**src/rtl/usr_access_capture.sv**
```systemverilog
// Capture stage behind USR_ACCESS: synchronises DATAVALID, qualifies the asynchronous
// DATA word by requiring repeated identical samples, and offers it on a valid/ready port.
module usr_access_capture #(
    parameter int unsigned SYNC_STAGES    = 2,
    parameter int unsigned STABLE_CYCLES  = 4,
    parameter int unsigned TIMEOUT_CYCLES = 65535,
    parameter bit          AUTO_START     = 1'b1
) (
    input  logic        CLK,
    input  logic        RSTN,
    input  logic [31:0] DATA_IN,
    input  logic        DATAVALID_IN,
    input  logic        CAPTURE_REQ,
    output logic [31:0] DOUT,
    output logic        DOUT_VALID,
    input  logic        DOUT_READY,
    output logic        BUSY,
    output logic        ERROR,
    output logic [7:0]  CAPTURE_CNT
);

    localparam int unsigned DATA_W = 32;
    localparam int unsigned CNT_W  = 8;
    localparam int unsigned STAB_W = (STABLE_CYCLES > 1) ? $clog2(STABLE_CYCLES) : 1;
    localparam int unsigned TO_W   = (TIMEOUT_CYCLES > 1) ? $clog2(TIMEOUT_CYCLES) : 1;

    localparam logic [STAB_W-1:0] STAB_LAST = STAB_W'(STABLE_CYCLES - 1);
    localparam logic [TO_W-1:0]   TO_LAST   =
        TO_W'((TIMEOUT_CYCLES > 0) ? (TIMEOUT_CYCLES - 1) : 0);
    localparam logic [CNT_W-1:0]  CNT_MAX   = {CNT_W{1'b1}};

    typedef enum logic [1:0] {
        ST_IDLE,
        ST_WAIT,
        ST_QUALIFY,
        ST_PRESENT
    } state_t;

    state_t              state;
    logic [SYNC_STAGES-1:0] dv_sync;
    logic                dv_s;
    logic [DATA_W-1:0]   data_q;
    logic [DATA_W-1:0]   data_p;
    logic [STAB_W-1:0]   stab_cnt;
    logic [TO_W-1:0]     to_cnt;
    logic                start_pend;

    assign dv_s = dv_sync[SYNC_STAGES-1];

    // DATAVALID synchroniser
    always_ff @(posedge CLK or negedge RSTN) begin
        if (!RSTN) begin
            dv_sync <= '0;
        end else begin
            dv_sync <= {dv_sync[SYNC_STAGES-2:0], DATAVALID_IN};
        end
    end

    // Data bus is not synchronised; two consecutive samples feed the stability compare
    always_ff @(posedge CLK or negedge RSTN) begin
        if (!RSTN) begin
            data_q <= '0;
            data_p <= '0;
        end else begin
            data_q <= DATA_IN;
            data_p <= data_q;
        end
    end

    // Capture sequencer with registered outputs
    always_ff @(posedge CLK or negedge RSTN) begin
        if (!RSTN) begin
            state       <= ST_IDLE;
            start_pend  <= 1'b1;
            to_cnt      <= '0;
            stab_cnt    <= '0;
            DOUT        <= '0;
            DOUT_VALID  <= 1'b0;
            BUSY        <= 1'b0;
            ERROR       <= 1'b0;
            CAPTURE_CNT <= '0;
        end else begin
            start_pend <= 1'b0;
            case (state)
                ST_IDLE: begin
                    if (CAPTURE_REQ || (AUTO_START && start_pend)) begin
                        if (CAPTURE_REQ) begin
                            ERROR <= 1'b0;
                        end
                        to_cnt <= '0;
                        BUSY   <= 1'b1;
                        state  <= ST_WAIT;
                    end
                end
                ST_WAIT: begin
                    if (dv_s) begin
                        stab_cnt <= '0;
                        state    <= ST_QUALIFY;
                    end else if ((TIMEOUT_CYCLES != 0) && (to_cnt == TO_LAST)) begin
                        ERROR <= 1'b1;
                        BUSY  <= 1'b0;
                        state <= ST_IDLE;
                    end else begin
                        to_cnt <= to_cnt + TO_W'(1);
                    end
                end
                ST_QUALIFY: begin
                    if (!dv_s) begin
                        stab_cnt <= '0;
                        to_cnt   <= '0;
                        state    <= ST_WAIT;
                    end else if (data_q != data_p) begin
                        stab_cnt <= '0;
                    end else if (stab_cnt == STAB_LAST) begin
                        DOUT       <= data_q;
                        DOUT_VALID <= 1'b1;
                        state      <= ST_PRESENT;
                    end else begin
                        stab_cnt <= stab_cnt + STAB_W'(1);
                    end
                end
                ST_PRESENT: begin
                    if (DOUT_READY) begin
                        DOUT_VALID <= 1'b0;
                        BUSY       <= 1'b0;
                        if (CAPTURE_CNT != CNT_MAX) begin
                            CAPTURE_CNT <= CAPTURE_CNT + CNT_W'(1);
                        end
                        state <= ST_IDLE;
                    end
                end
                default: begin
                    state <= ST_IDLE;
                end
            endcase
        end
    end

endmodule

```
**config.mk**
```make
export PLATFORM = sky130hd
export DESIGN_NAME = usr_access_capture
export DESIGN_NICKNAME = d
export VERILOG_FILES = /design/src/rtl/usr_access_capture.sv
export SDC_FILE = /design/constraint.sdc
export NUM_CORES = 1
export LEC_CHECK = 0
export ABC_AREA = 0
export BUFFER_PORTS_ARGS = -buffer_cell sky130_fd_sc_hd__buf_4
export CORE_MARGIN = 3
export CORE_UTILIZATION = 50
export DETAILED_ROUTE_END_ITERATION = 6
export MAX_ROUTING_LAYER = met4
export PLACE_DENSITY = 0.75
export SYNTH_ARGS = -nofsm -noshare
export SYNTH_HDL_FRONTEND = slang
export SYNTH_SLANG_ARGS = --single-unit
```
**constraint.sdc**
```tcl
create_clock -name CLK -period 2 [get_ports CLK]
set_input_delay 0.1 -clock CLK [delete_from_list [all_inputs] [get_ports CLK]]
set_output_delay 0.1 -clock CLK [all_outputs]
set_load 0.1 [all_outputs]
```
==> impl_metrics.py, run 1 <==
metrics = {
    "synth": {
        "syn_nets": 406,
        "yosysUniqueCellTypes": 47,
        "seq_area_frac_synth_pct": 65.34,
        "async_reset_ff_share_pct": 100.0,
        "synth_edf_count": 0,
        "ys_ff_latch": 130,
        "syn-cell-area_um2": 4981,
        "ys.flop_type": "dfrtp_1",
        "synth.avg_cell_area_um2": 13.80,
        "synthCells": 361,
        "synth_warnings": 0,
    },
    "floorplanning": {
        "io_pins": 80,
        "placementRows": 35,
        "die_h_um": 105.8,
        "start_util_pct": 52.66,
        "coreArea_um2": 9459,
        "fp.dieW_um": 105.8,
        "die_area_um2": 11200,
    },
    "power_and_ir_drop": {
        "irDropWorstVdd_uv": 807.8,
        "p_leak_nw": 3.428,
        "totalPowerFinal_mw": 7.576,
        "power.density_nw_per_um2": 1020,
    },
    "finish": {
        "fin_nets": 571,
        "fin_util_pct": 78.49,
        "drive_gt1_share_pct": 44.53,
        "final_common_cell": "dfrtp_1",
        "stdcell_count": 668,
        "final_cell_mix": "dfrtp_1 (122), buf_4 (111), dlygate4sd3_1 (36), xnor2_1 (31), mux2_4 (21)",
        "area_growth_pct": 49.06,
        "n_antenna_cell": 0,
    },
    "timing": {
        "maxSlewViolCount": 0,
        "tns_ns": -2.954,
        "setup_viol": 32,
        "clock_skew_ns": 0.007540,
        "min_period_ns": 2.120,
        "final-hold-violation-count": 0,
        "max_freq_mhz": 471.7,
        "tightest_slew_ns": 0.6572,
        "finalCritPeriodShare_pct": 106.0,
        "finalWorstSetupSlack_ns": -0.1200,
        "maxSlewHeadroom_pct": 56.18,
        "rsz0062_at_grt": "true",
    },
    "global_route": {
        "grt_usage_pct": 23.88,
        "grt_remaining_overflow": 0,
        "antenna_found_initial": 0,
        "grt_max_degree": 50,
        "first_global_vias": 3920,
        "grt_pass1_wl_um": 19890,
    },
    "route": {
        "drtPass1Iterations": 4,
        "via_per_inst": 5.234,
        "final_antenna_net_count": 0,
        "wl_per_cell_um": 17.92,
        "remaining_drc_errors": 0,
        "drt_iter0_drc": 138,
        "vias": 3496,
        "drt_wl_total_um": 11970,
    },
    "critical_path": {
        "cp.required_ns": 2.40,
        "slowest_stage": "dfrtp_1",
        "cp-end-kind": "register",
        "path_cells": "xnor2_2 > nand4_1 > nor4_2 > and3_4 > buf_12 > mux2_2",
        "crit_fanout": 12,
        "worst_ep_arrival_time_ns": 2.52,
        "crit_path_max_incr_delay_ns": 0.44,
        "path_class": "register to register",
        "cp-start-kind": "register",
    },
    "placement": {
        "dp.cells": 590,
        "gp_congestion": 0.8188,
        "hpwl_um": 6929,
        "dp_slack_ns": -0.1452,
        "portBuffers": 79,
    },
    "cts": {
        "ctsHtreeMaxLevel": 4,
        "cts_tree": "done",
        "clockBufferDepth": 2,
        "root_buffer": "clkbuf_8",
        "clkTransAtPathRegs_ns": 0.06,
        "worstSkewPairLatency_ns": 0.52,
        "numCtsBuffers": 17,
        "cts_sinks": 130,
    },
    "min_path": {
        "min_path_type": "input pin to asynchronous set/reset pin",
    },
    "flow_run": {
        "cap_violations": 0,
    },
    "status": {
        "violations": "setup timing",
        "status": "finished with violations",
    },
}
[cell type report]
| type | count | area (um2) |
|---|---|---|
| tap | 129 | 161.4 |
| timing repair buffer | 155 | 1339 |
| sequential | 130 | 3263 |
| inverter | 6 | 22.52 |
| clock buffer | 20 | 435.4 |
| fill | 539 | 2034 |
| clock inverter | 12 | 153.9 |
| multi-input combinational | 216 | 2049 |
[state kept, by name (all words and copies together) (netlist names)]
name and cells:
BUSY 1, CAPTURE_CNT 8, DOUT 32, DOUT_VALID 1, ERROR 1, data_p 32, data_q 32, dv_sync 2
stab_cnt 2, start_pend 1, state 2, to_cnt 16
[repair_timing]
action                                  4_1_cts  5_1_grt
resized for setup                            38       40
pin swaps                                     9       15
cloned                                        2        0
buffers inserted                              5        4
hold buffers                                 36        0
endpoints found under the hold margin        81        0
endpoints found under the setup margin       44       50
[per-stage QoR]
step           hold WS [ns]  instance area, um2
4_1_cts              0.1578                7207
5_1_grt              0.1953                7425
3_3_place_gp         0.1608                5998
2_1_floorplan       -0.1956                5041
6_report             0.1544                7425
3_5_place_dp         0.1681                5998
[final timing paths]
path | from | to | slack [ns] | depth (start not counted)
min in group CLK | DATA_IN[29] | data_q[29]$_DFF_PN0_ | 0.22 | 2
setup / recovery | data_q[18]$_DFF_PN0_ | DOUT[2]$_DFFE_PN0P_ | -0.12 | 6
hold reg to reg | dv_sync[0]$_DFF_PN0_ | dv_sync[1]$_DFF_PN0_ | 0.35 | 0
max in group asynchronous | RSTN | data_p[18]$_DFF_PN0_ | 1.18 | 3
hold / removal | RSTN | CAPTURE_CNT[5]$_DFFE_PN0P_ | 0.15 | 2
setup reg to reg | data_q[18]$_DFF_PN0_ | DOUT[2]$_DFFE_PN0P_ | -0.12 | 6
[report_power, final]
group	switching, mW	internal [mW]	leakage, nW
combinational	0.910	0.644	1.50
clock	1.16	1.94	0.294
sequential	0.144	2.78	1.64
total	2.21	5.37	3.43
[cells by family after synthesis]
group           after synthesis  share of synthesized area (%)
buf+inv                      15                          1.758
mux                          35                          7.862
other cells                   1                        0.07529
compound gates               22                          3.165
xor+xnor                     50                          8.792
fa+ha+maj                     8                          2.010
flops                       130                          65.34
simple gates                100                          11.00
[critical path, delay by kind of cell, from the launching register on]
| kind | cells | cell delay, ns |
|---|---|---|
| buffers and inverters | 1 | 0.16 |
| flip-flops | 1 | 0.44 |
| AND/OR/NAND/NOR | 3 | 0.86 |
| XOR/XNOR | 1 | 0.18 |
| multiplexers | 1 | 0.34 |
[Yosys cell counts (2+ instances only)]
library cell | number | area share [%]
dfrtp_1 | 129 | 65
mux2i_1 | 2 | 0.40
nand2_1 | 14 | 1.1
mux2_2 | 33 | 7.5
a31oi_1 | 2 | 0.25
clkbuf_2 | 2 | 0.20
o21ai_0 | 4 | 0.40
a21oi_1 | 4 | 0.40
ha_1 | 8 | 2.0
buf_6 | 3 | 0.68
nor2_1 | 19 | 1.4
or4_1 | 5 | 0.75
xnor2_1 | 44 | 7.7
inv_1 | 6 | 0.45
xor2_1 | 6 | 1.1
nand4_1 | 16 | 2.0
nor3_1 | 8 | 0.80
buf_2 | 2 | 0.20
nor4_1 | 9 | 1.1
and3_1 | 3 | 0.38
or3_1 | 4 | 0.50
nand3_1 | 12 | 1.2
o21a_1 | 2 | 0.30
[metal layers]
layer | track usage (%) | share of wire (%) | vias to the layer above | wire length, um
met5 | - | 0 | - | 0
met4 | 8.048 | 1.1 | 0 | 127
met3 | 5.511 | 3.8 | 15 | 458
met2 | 40.53 | 55 | 90 | 6567
met1 | 28.22 | 40 | 1783 | 4816
li1 | - | - | 1608 | -
Note: power is estimated with default switching activity, not from simulation.
==> inputs of run 2 (changes only) <==
SKIP_CTS_REPAIR_TIMING = 1   (was not set)
==> run 2 against run 1 <==
Effect of this change:
- the flow finishes with violations (hold timing, setup timing)
- routed wire length grew 0.80%
- global-route usage decreased by 3.1 points
- clock skew is 0.0013 ns lower
- critical path type unchanged
- largest cell class unchanged
==> impl_metrics.py, run 2 (synthesis results as in run 1) <==
metrics = {
    "finish": {
        "fin_util_pct": 77.83,
        "n_antenna_cell": 0,
        "final_common_cell": "dfrtp_1",
        "reg_top3": "DOUT x32, data_p x32, data_q x32",
        "drive_gt1_share_pct": 44.42,
        "stdcell_count": 667,
        "fin_nets": 570,
        "final_cell_mix": "dfrtp_1 (122), buf_4 (112), dlygate4sd3_1 (34), xnor2_1 (32), mux2_2 (22)",
        "area_growth_pct": 47.80,
        "fillers": 544,
    },
    "cts": {
        "clockBufferDepth": 2,
        "cts_sinks": 130,
        "numCtsBuffers": 17,
        "cts_tree": "done",
        "clkTransAtPathRegs_ns": 0.06,
        "ctsHtreeMaxLevel": 4,
        "root_buffer": "clkbuf_8",
        "worstSkewPairLatency_ns": 0.52,
    },
    "critical_path": {
        "cp.required_ns": 2.40,
        "path_class": "register to register",
        "cp-end-kind": "register",
        "crit_fanout": 9,
        "crit_family": "simple AND/OR/NAND/NOR gates",
        "cp-start-kind": "register",
        "critPathBufInv": 1,
        "path_cells": "xnor2_2 > nand4_1 > nor4_2 > and3_4 > buf_6 > mux2_2",
        "slowest_stage": "dfrtp_1",
        "worst_ep_arrival_time_ns": 2.51,
        "crit_path_max_incr_delay_ns": 0.43,
    },
    "power_and_ir_drop": {
        "irDropWorstVdd_uv": 818.8,
        "p_int_mw": 5.398,
        "power.density_nw_per_um2": 1032,
        "p_clk_share_pct": 40.6,
        "seqPwrFrac_pct": 38.6,
        "p_comb_share_pct": 20.9,
        "p_leak_nw": 3.396,
        "switching_share_pct": 28.95,
        "p_switching_mw": 2.200,
    },
    "timing": {
        "tightest_slew_ns": 0.6508,
        "rsz0062_at_grt": "true",
        "maxSlewViolCount": 0,
        "min_period_ns": 2.110,
        "maxSlewHeadroom_pct": 56.61,
        "final-hold-violation-count": 1,
        "finalCritPeriodShare_pct": 105.5,
        "finalWorstSetupSlack_ns": -0.1096,
        "clock_skew_ns": 0.006213,
        "tns_ns": -2.744,
        "max_freq_mhz": 474.0,
        "holdWs_ns": -0.04355,
        "setup_viol": 32,
    },
    "global_route": {
        "grt_remaining_overflow": 0,
        "grt_usage_pct": 20.83,
        "grt_pass1_wl_um": 17350,
        "antenna_found_initial": 0,
        "first_global_vias": 3523,
        "grt_max_degree": 50,
    },
    "route": {
        "vias": 3502,
        "via_per_inst": 5.250,
        "drtPass1Iterations": 4,
        "final_antenna_net_count": 0,
        "wl_per_cell_um": 18.09,
        "remaining_drc_errors": 0,
        "drt_iter0_drc": 137,
        "drt_wl_total_um": 12070,
    },
    "floorplanning": {
        "io_pins": 80,
        "placementRows": 35,
        "coreArea_um2": 9459,
        "die_area_um2": 11200,
        "fp.dieW_um": 105.8,
        "start_util_pct": 52.66,
        "die_h_um": 105.8,
    },
    "status": {
        "status": "finished with violations",
        "violations": "hold timing, setup timing",
    },
    "min_path": {
        "min_path_type": "input pin to register",
    },
    "placement": {
        "gp_congestion": 0.8188,
        "portBuffers": 79,
        "hpwl_um": 6929,
        "dp.cells": 590,
    },
    "flow_run": {
        "cap_violations": 0,
    },
}
run 2: changes by cell type in the layout (fill, tap and decap cells not counted), sizes merged:
| cell | previous run | this run |
|---|---|---|
| clkbuf | 20 | 22 |
| buf | 119 | 118 |
| dlygate4sd3 | 36 | 34 |
run 2: power by group through the flow:
stage,clock (mW),sequential (mW),combinational [mW]
after CTS,3.13,2.91,1.27
final,3.08,2.93,1.59
after floorplan,0,3.23,0.521
after global placement,0,2.95,1.23
after global routing,3.27,2.95,1.70
after detailed placement,0,2.96,1.26
run 2: final timing paths:
check,start,end,slack [ns],cells past startpoint
worst max-delay path,data_q[20]$_DFF_PN0_,DOUT[18]$_DFFE_PN0P_,-0.11,6
worst min register to register,dv_sync[0]$_DFF_PN0_,dv_sync[1]$_DFF_PN0_,0.35,0
max in group asynchronous,RSTN,data_p[3]$_DFF_PN0_,1.20,3
worst max register to register,data_q[20]$_DFF_PN0_,DOUT[18]$_DFFE_PN0P_,-0.11,6
min in group asynchronous,RSTN,CAPTURE_CNT[5]$_DFFE_PN0P_,0.15,2
worst min-delay path,CAPTURE_REQ,ERROR$_DFFE_PN0P_,-0.04,4
run 2: routing by layer:
metal	wire length [um]	part of all wire [%]	GRT usage [%]
met1	4812	40	25.19
met2	6517	54	33.42
met3	586	4.9	6.614
met4	150	1.2	6.938
met5	0	0	-
run 2: worst register-to-register path, delay by kind of cell (launching register included):
kind,cells,cell delay (ns)
mux,1,0.36
flops,1,0.43
simple gates,3,0.88
buf+inv,1,0.17
xor+xnor,1,0.15
run 2: area by class of cell:
type / instances / area, um2 / area share (%)
multi-input combinational: 216 / 1992 / 27.06
clock inverter: 12 / 153.9 / 2.090
inverter: 6 / 22.52 / 0.3059
clock buffer: 20 / 435.4 / 5.914
sequential: 130 / 3263 / 44.32
tap: 129 / 161.4 / 2.192
timing repair buffer: 154 / 1334 / 18.12
run 2: per-stage QoR:
stage | instance area, um2 | setup WS (ns) | power (mW)
final | 7362 | -0.1096 | 7.598
after global routing | 7362 | -0.1915 | 7.916
after CTS | 6588 | -0.1746 | 7.312
after detailed placement | 5998 | -0.1452 | 4.221
after global placement | 5998 | -0.06505 | 4.172
after floorplan | 5041 | -0.04883 | 3.749
